<file path="src/rtl/bomb_countdown_if.sv">
// Tick link between the second/half-second tick generator and the countdown.
// The generator drives the elapsed pulses and the countdown drives enable/clear.
interface bomb_countdown_if;
  logic timer_enable;
  logic timer_clear;
  logic second_elapsed;
  logic half_second_elapsed;

  modport master (
    output second_elapsed,
    output half_second_elapsed,
    input  timer_enable,
    input  timer_clear
  );

  modport slave (
    input  second_elapsed,
    input  half_second_elapsed,
    output timer_enable,
    output timer_clear
  );
endinterface

</file>
<file path="src/rtl/bomb_countdown.sv">
// BCD M:SS bomb countdown: arms from load values, decrements on second ticks,
// and resolves to EXPLODED at 0:00 or DEFUSED on request.
module bomb_countdown (
  input  logic             clk,
  input  logic             sync_reset,
  bomb_countdown_if.slave  tick_if,
  input  logic             arm_i,
  input  logic             defuse_i,
  input  logic [3:0]       load_min_i,
  input  logic [2:0]       load_sec_tens_i,
  input  logic [3:0]       load_sec_ones_i,
  output logic [3:0]       min_digit_o,
  output logic [2:0]       sec_tens_o,
  output logic [3:0]       sec_ones_o,
  output logic [1:0]       state_o,
  output logic             blink_o,
  output logic             warning_o,
  output logic             load_error_o
);

  localparam int unsigned MinW  = 4;
  localparam int unsigned TensW = 3;
  localparam int unsigned OnesW = 4;

  typedef enum logic [1:0] {
    ST_IDLE     = 2'd0,
    ST_ARMED    = 2'd1,
    ST_EXPLODED = 2'd2,
    ST_DEFUSED  = 2'd3
  } state_e;

  state_e             state_q;
  logic [MinW-1:0]    min_q;
  logic [TensW-1:0]   tens_q;
  logic [OnesW-1:0]   ones_q;
  logic               blink_q;
  logic               load_error_q;

  logic               load_valid;
  logic               at_one_sec;
  logic               warning_c;
  logic [MinW-1:0]    dec_min;
  logic [TensW-1:0]   dec_tens;
  logic [OnesW-1:0]   dec_ones;

  // A zero start time is rejected: the bomb would explode without ever counting.
  assign load_valid = (load_min_i <= MinW'(9)) && (load_sec_tens_i <= TensW'(5)) &&
                      (load_sec_ones_i <= OnesW'(9)) &&
                      (|{load_min_i, load_sec_tens_i, load_sec_ones_i});

  assign at_one_sec = (min_q == '0) && (tens_q == '0) && (ones_q == OnesW'(1));

  assign warning_c  = (state_q == ST_ARMED) && (min_q == '0) &&
                      ((tens_q == '0) || ((tens_q == TensW'(1)) && (ones_q == '0)));

  // One-second BCD decrement with borrow through tens and minutes.
  always_comb begin
    dec_min  = min_q;
    dec_tens = tens_q;
    dec_ones = ones_q;
    if (ones_q != '0) begin
      dec_ones = ones_q - OnesW'(1);
    end else if (tens_q != '0) begin
      dec_ones = OnesW'(9);
      dec_tens = tens_q - TensW'(1);
    end else begin
      dec_ones = OnesW'(9);
      dec_tens = TensW'(5);
      dec_min  = min_q - MinW'(1);
    end
  end

  always_ff @(posedge clk) begin
    if (sync_reset) begin
      state_q      <= ST_IDLE;
      min_q        <= '0;
      tens_q       <= '0;
      ones_q       <= '0;
      blink_q      <= 1'b1;
      load_error_q <= 1'b0;
    end else begin
      load_error_q <= 1'b0;
      unique case (state_q)
        ST_IDLE: begin
          blink_q <= 1'b1;
          if (arm_i) begin
            if (load_valid) begin
              state_q <= ST_ARMED;
              min_q   <= load_min_i;
              tens_q  <= load_sec_tens_i;
              ones_q  <= load_sec_ones_i;
            end else begin
              load_error_q <= 1'b1;
            end
          end
        end

        ST_ARMED: begin
          if (defuse_i) begin
            // Defuse beats a coincident tick, freezing the displayed time.
            state_q <= ST_DEFUSED;
            blink_q <= 1'b1;
          end else if (tick_if.second_elapsed && at_one_sec) begin
            state_q <= ST_EXPLODED;
            min_q   <= '0;
            tens_q  <= '0;
            ones_q  <= '0;
            blink_q <= 1'b1;
          end else begin
            if (tick_if.second_elapsed) begin
              min_q  <= dec_min;
              tens_q <= dec_tens;
              ones_q <= dec_ones;
            end
            if (warning_c && tick_if.half_second_elapsed) begin
              blink_q <= ~blink_q;
            end
          end
        end

        ST_EXPLODED: begin
          if (tick_if.half_second_elapsed) begin
            blink_q <= ~blink_q;
          end
        end

        ST_DEFUSED: begin
          blink_q <= 1'b1;
        end

        default: begin
          state_q <= ST_IDLE;
        end
      endcase
    end
  end

  // Tick generator runs while counting or flashing, and is held clear otherwise.
  assign tick_if.timer_enable = (state_q == ST_ARMED) || (state_q == ST_EXPLODED);
  assign tick_if.timer_clear  = (state_q == ST_IDLE)  || (state_q == ST_DEFUSED);

  assign min_digit_o  = min_q;
  assign sec_tens_o   = tens_q;
  assign sec_ones_o   = ones_q;
  assign state_o      = state_q;
  assign blink_o      = blink_q;
  assign warning_o    = warning_c;
  assign load_error_o = load_error_q;

endmodule

</file>
<file path="src/flat_wrapper.sv">
// flat-port wrapper written by rule: the top's interface ports become plain ports
module bomb_countdown_flat 
  (clk, sync_reset, arm_i, defuse_i, load_min_i, load_sec_tens_i, load_sec_ones_i, min_digit_o, sec_tens_o, sec_ones_o, state_o, blink_o, warning_o, load_error_o, tick_if_second_elapsed, tick_if_half_second_elapsed, tick_if_timer_enable, tick_if_timer_clear);
  bomb_countdown_if tick_if_i ();
  input  logic clk;
  input  logic sync_reset;
  input  logic arm_i;
  input  logic defuse_i;
  input  logic [3:0] load_min_i;
  input  logic [2:0] load_sec_tens_i;
  input  logic [3:0] load_sec_ones_i;
  output logic [3:0] min_digit_o;
  output logic [2:0] sec_tens_o;
  output logic [3:0] sec_ones_o;
  output logic [1:0] state_o;
  output logic blink_o;
  output logic warning_o;
  output logic load_error_o;
  input wire logic [$bits(tick_if_i.second_elapsed)-1:0] tick_if_second_elapsed;
  input wire logic [$bits(tick_if_i.half_second_elapsed)-1:0] tick_if_half_second_elapsed;
  output wire logic [$bits(tick_if_i.timer_enable)-1:0] tick_if_timer_enable;
  output wire logic [$bits(tick_if_i.timer_clear)-1:0] tick_if_timer_clear;
  assign tick_if_i.second_elapsed = tick_if_second_elapsed;
  assign tick_if_i.half_second_elapsed = tick_if_half_second_elapsed;
  assign tick_if_timer_enable = tick_if_i.timer_enable;
  assign tick_if_timer_clear = tick_if_i.timer_clear;
  bomb_countdown u_core (.clk(clk), .sync_reset(sync_reset), .tick_if(tick_if_i), .arm_i(arm_i), .defuse_i(defuse_i), .load_min_i(load_min_i), .load_sec_tens_i(load_sec_tens_i), .load_sec_ones_i(load_sec_ones_i), .min_digit_o(min_digit_o), .sec_tens_o(sec_tens_o), .sec_ones_o(sec_ones_o), .state_o(state_o), .blink_o(blink_o), .warning_o(warning_o), .load_error_o(load_error_o));
endmodule
</file>
<file path="config.mk">
export PLATFORM = sky130hd
export DESIGN_NAME = bomb_countdown_flat
export DESIGN_NICKNAME = d
export VERILOG_FILES = /design/src/rtl/bomb_countdown_if.sv /design/src/rtl/bomb_countdown.sv /design/src/flat_wrapper.sv
export SDC_FILE = /design/constraint.sdc
export NUM_CORES = 1
export LEC_CHECK = 0
export CORE_MARGIN = 5
export CORE_UTILIZATION = 47
export CTS_CLUSTER_DIAMETER = 200
export DETAILED_ROUTE_END_ITERATION = 6
export GPL_ROUTABILITY_DRIVEN = 1
export PLACE_DENSITY = 0.81
export SYNTH_ARGS = -nofsm -noshare
export SYNTH_HDL_FRONTEND = slang
export SYNTH_SLANG_ARGS = --single-unit
</file>
<file path="constraint.sdc">
create_clock -name clk -period 2.4 [get_ports clk]
set_input_delay 0.36 -clock clk [delete_from_list [all_inputs] [get_ports clk]]
set_output_delay 0.36 -clock clk [all_outputs]
set_load 0.01 [all_outputs]
</file>
==> impl_metrics.json, run 1 <==
{
  "status": "complete, no violations",
  "drcViolationCount": 0,
  "nets": 214,
  "gp_congestion": 0.859,
  "fp-row-count": 18,
  "worstHoldPathType": "flop to flop",
  "dr.first_iter.drc_count": 95,
  "clock_path_buffers": 2,
  "place_ws_ps": 63.9,
  "path_max_fanout": 5,
  "end_kind": "primary output",
  "diodes": 0,
  "fillers": 220,
  "dr.pass1.iters": 4,
  "reg2reg_slack_ps": 380,
  "layout_commonest_cell": "clkdlybuf4s50_1",
  "fp.dieW_um": 59.8,
  "totalPowerFinal_uw": 797,
  "antenna_found_initial": 0,
  "synth_top_flop_cell": "dfxtp_1",
  "finalClockSkew_ps": 4.61,
  "syn_avg_cell_area_sq_um": 7.83,
  "ys_ff_latch": 15,
  "max_freq_mhz": 430,
  "fin_cells": 219,
  "synth_edf_count": 0,
  "antenna_left": 0,
  "multiInputGateArea_sq_um": 788,
  "final_cell_mix": "clkdlybuf4s50_1, dfxtp_1, a21oi_1, inv_1, nor2_1",
  "worst_ep_required_time_ps": 2040,
  "worstMarginPinSlew_ps": 712,
  "relSlewSlack_pct": 52.4,
  "p_per_area_nw_per_um2": 496,
  "grt_pass1_wl_um": 5840,
  "cts_htree_levels": 1,
  "critPathLaunchType": "flop",
  "hold_violations": 0,
  "timing.hold.ws_ps": 560,
  "die_area_sq_um": 3580,
  "slowest_stage": "or3b_2",
  "root_buffer": "clkbuf_4",
  "finalWorstSetupSlack_ps": 74.5,
  "cp_num_buf_inv": 2,
  "drive_gt1_share_pct": 10.6,
  "grt_pass1_vias": 1359,
  "final_util_pct": 66.1,
  "cts_tree": "done",
  "cp_slowest_stage_delay_ps": 500,
  "yosysWarnings": 0,
  "grt_max_degree": 19,
  "core_sq_um": 2430,
  "irDropWorstVdd_v": 0.000355,
  "grt_use_total_pct": 21.0,
  "final_area_sq_um": 1610,
  "crit_path_cell_trace": "inv_1 -> ha_4 -> or3b_2 -> nand2_1 -> and3_1 -> dlygate4sd2_1",
  "period_needed_ps": 2330,
  "rsz0062_at_grt": "false",
  "cp_top_family": "simple AND/OR/NAND/NOR gates",
  "via_count": 1368,
  "seq_area_sq_um": 300,
  "cts.sink_count": 15,
  "async_flop_share_pct": 0,
  "period_share_pct": 96.9,
  "wl_per_cell_um": 16.4,
  "wl_um": 3600,
  "ys_types": 45,
  "grt-ovfl-total": 0,
  "start_util_pct": 48.0,
  "port_buffers": 34,
  "area_delta_synth_final_pct": 37.7,
  "yosysSeqAreaShare_pct": 25.7,
  "worst-setup-path-type": "flop to primary output",
  "io_pins": 35,
  "fin_tns_setup_ps": 0,
  "holdBufCountCts": 0,
  "dp.cells": 215,
  "final-setup-viol-count": 0,
  "arrival_ps": 1970,
  "fp.dieH_um": 59.8,
  "maxCapViolations": 0,
  "clk_latency_ps": 290,
  "syn_nets": 173,
  "place_area_sq_um": 1570,
  "slew_violations": 0,
  "numCtsBuffers": 3,
  "syn-cell-area_sq_um": 1170,
  "clkTransAtPathRegs_ps": 90,
  "p_leak_nw": 0.577,
  "vias_per_cell": 6.25,
  "hpwlAfterDp_um": 2770,
  "syn_inst": 149
}
[synthesized netlist by cell type (2+ instances only)]
cell type	number	area, sq um
o21ai_0	6	30.0
a22oi_1	2	15.0
nand2_1	10	37.5
nor2_1	11	41.3
a21oi_1	13	65.1
and3_1	3	18.8
inv_1	12	45.0
nor3b_1	2	15.0
nand2b_1	2	12.5
a211o_1	2	17.5
nand4_1	4	25.0
o21ai_1	2	10.0
clkbuf_1	3	11.3
buf_6	2	22.5
ha_1	7	87.6
a41o_1	2	20.0
and2_1	2	12.5
nand3_1	9	45.0
a311oi_1	6	52.6
a211oi_1	3	22.5
a21o_1	2	15.0
nor4_1	2	12.5
dfxtp_1	15	300
o31ai_1	4	30.0
nor3_1	3	15.0
[cells by family after synthesis]
family	after synthesis	share of synthesized area, %
AOI/OAI and AO/OA	49	29.6
DFF	15	25.7
adders and majority gates	7	7.50
buffers and inverters	20	7.82
muxes	1	0.857
and+or+nand+nor	56	27.8
xor gates and xnor gates	1	0.750
[layer usage]
layer | vias to the layer above | track usage (%) | part of all wire, %
li1 | 645 | - | -
met3 | 4 | 3.46 | 7.5
met2 | 67 | 35.3 | 49
met5 | - | 0 | 0
met4 | 0 | 7.59 | 0.95
met1 | 652 | 26.8 | 43
[final cells by class]
cell class,count,share of cell area (%)
Tap cell,30,2.33
Multi-Input combinational cell,114,49.0
Sequential cell,15,18.7
Clock buffer,4,1.63
Inverter,13,3.04
Timing Repair Buffer,43,25.3
[worst register-to-register path, stage by stage, from the launching register on]
cell and delay (ps):
dfxtp_1 370, inv_1 70, ha_1 180, nor4b_2 280, nand4_1 410, buf_4 300, a22oi_1 160, a311oi_1 120
[report_power, final]
| part | total, mW | internal, mW | switching, mW |
|---|---|---|---|
| clock network | 0.154 | 0.0646 | 0.0899 |
| logic | 0.347 | 0.174 | 0.173 |
| registers | 0.296 | 0.270 | 0.0258 |
| total | 0.797 | 0.509 | 0.289 |
[registers in the layout, indices dropped and copies added, names as in the netlist]
name                 cells
u_core.blink_o           1
u_core.load_error_o      1
u_core.sec_ones_o        4
u_core.min_digit_o       4
u_core.sec_tens_o        3
u_core.state_o           2
[path summary, 6_finish.rpt]
check	startpoint	end	depth (start not counted)
hold / removal	u_core.state_o[1]	u_core.state_o[1]	2
setup reg to reg	u_core.min_digit_o[0]	u_core.min_digit_o[1]	7
hold reg to reg	u_core.state_o[1]	u_core.state_o[1]	2
setup / recovery	u_core.sec_ones_o[0]	warning_o	6
[what timing repair did]
action	in CTS	in global routing
buffers inserted	0	0
resized for setup	2	2
setup endpoints to repair	1	1
Power figures use the tool's default switching activity.
==> run 2, diff against run 1 <==
Settings changed: CTS_CLUSTER_DIAMETER 200 to 30.
==> results of run 2 <==
No change in the layout: final DEF, timing and power equal those of run 1.
==> run 3, diff against run 2 <==
Settings changed: CORE_MARGIN 5 to 4.
==> run 3 against run 2 <==
  * Global-route usage rose by 0.10 points
  * Sequential share of layout area rose by 0.19 points
  * Clock power fell by 3%
  * Fmax rose by 2.4%
  * Largest cell class unchanged
==> impl_metrics.json, run 3 (synthesized netlist as in run 1, its figures left out) <==
{
  "grt-ovfl-total": 0,
  "reg2regPathDepth": 7,
  "p_leak_nw": 0.574,
  "dr.first_iter.drc_count": 43,
  "end_kind": "primary output",
  "dr.pass1.iters": 4,
  "hold_violations": 0,
  "critPathLaunchType": "flop",
  "clk_latency_ps": 280,
  "wl_met1_um": 1520,
  "final_area_sq_um": 1590,
  "drive_gt1_share_pct": 9.09,
  "wl_um": 3430,
  "irDropWorstVdd_v": 0.000357,
  "via_count": 1301,
  "clock_path_buffers": 2,
  "place_area_sq_um": 1550,
  "core_sq_um": 2300,
  "path_max_fanout": 5,
  "antenna_left": 0,
  "fp.dieW_um": 57.8,
  "vias_per_cell": 6.05,
  "fin_cells": 215,
  "grt_max_degree": 19,
  "min-delay-start": "u_core.sec_ones_o[0]",
  "root_buffer": "clkbuf_4",
  "wl_met3_um": 214,
  "max_freq_mhz": 440,
  "gp_congestion": 0.874,
  "rsz0062_at_grt": "false",
  "worst_ep_required_time_ps": 2040,
  "finalClockSkew_ps": 6.21,
  "nets": 212,
  "finalWorstSetupSlack_ps": 129,
  "p_per_area_nw_per_um2": 497,
  "worstMarginPinSlew_ps": 699,
  "fillers": 207,
  "worst-setup-path-type": "flop to primary output",
  "fp-row-count": 17,
  "diodes": 0,
  "place_ws_ps": 61.0,
  "fin_tns_setup_ps": 0,
  "worstHoldPathCells": 2,
  "reg2reg_slack_ps": 410,
  "grt_use_total_pct": 21.1,
  "worstHoldPathType": "flop to flop",
  "final_util_pct": 69.3,
  "numCtsBuffers": 3,
  "relSlewSlack_pct": 53.3,
  "area_delta_synth_final_pct": 36.3,
  "dp.cells": 211,
  "final-setup-viol-count": 0,
  "cts_htree_levels": 1,
  "r2r-start": "u_core.sec_ones_o[1]",
  "holdBufCountCts": 0,
  "cts_tree": "done",
  "cts.sink_count": 15,
  "status": "complete, no violations",
  "postCtsSetupBuffers": 0,
  "wl_per_cell_um": 16.0,
  "fp.dieH_um": 57.8,
  "final_cell_mix": "clkdlybuf4s50_1, dfxtp_1, a21oi_1, inv_1, nor2_1",
  "slew_violations": 0,
  "r2r_end": "u_core.min_digit_o[2]",
  "routed.top_layer": "met4",
  "antenna_found_initial": 0,
  "die_area_sq_um": 3340,
  "timing.hold.ws_ps": 537,
  "maxCapViolations": 0,
  "totalPowerFinal_uw": 791,
  "period_share_pct": 94.6,
  "hold_end": "u_core.sec_ones_o[0]",
  "port_buffers": 34,
  "hpwlAfterDp_um": 2650,
  "drcViolationCount": 0,
  "layout_commonest_cell": "clkdlybuf4s50_1",
  "period_needed_ps": 2270,
  "grt_pass1_vias": 1244,
  "clkTransAtPathRegs_ps": 90,
  "grt_pass1_wl_um": 5670,
  "dr_wl_met2_um": 1660,
  "io_pins": 35,
  "start_util_pct": 50.8,
  "arrival_ps": 1910
}
-- run 3: cell types whose count changed in the layout (fill, tap and decap cells not counted), sizes merged --
cell,delta
buf,-2
-- run 3: layout make-up --
class	count	area, sq um	share of cell area (%)
tap	28	35.0	2.20
sequential	15	300	18.9
clock buffer	4	26.3	1.65
timing repair buffer	41	392	24.6
inverter	13	48.8	3.07
multi-input combinational	114	790	49.6
-- run 3: power by group --
part	total, mW	leakage (nW)	switching [mW]	internal, mW
clock	0.150	0.0150	0.0859	0.0644
sequential	0.301	0.122	0.0317	0.270
combinational	0.339	0.436	0.164	0.175
-- run 3: worst max path at each step --
| stage | from | end | slack, ps |
|---|---|---|---|
| final | u_core.sec_ones_o[1] | warning_o | 130 |
| after global routing | u_core.sec_ones_o[1] | warning_o | 10 |
| after CTS | u_core.sec_ones_o[1] | warning_o | 30 |
| after detailed placement | u_core.sec_ones_o[1] | warning_o | 60 |
| after global placement | u_core.sec_ones_o[1] | warning_o | 120 |
| after floorplan | u_core.state_o[0] | u_core.sec_tens_o[1] | 610 |
-- run 3: timing repair --
item | CTS | global route
setup endpoints to repair | 1 | 1
pin swaps | 0 | 0
gates resized for setup | 2 | 2
-- run 3: per-layer routing --
layer | global-route usage [%] | vias up
li1 | - | 641
met1 | 26.6 | 604
met2 | 36.5 | 52
met3 | 3.34 | 4
met4 | 6.95 | 0
met5 | 0 | -
-- run 3: worst max-delay path, stage by stage, from the launching register on --
cell and delay (ps):
dfxtp_1 340, inv_1 110, ha_2 230, or3b_4 420
nand2_1 80, and3_1 180, dlygate4sd2_1 280
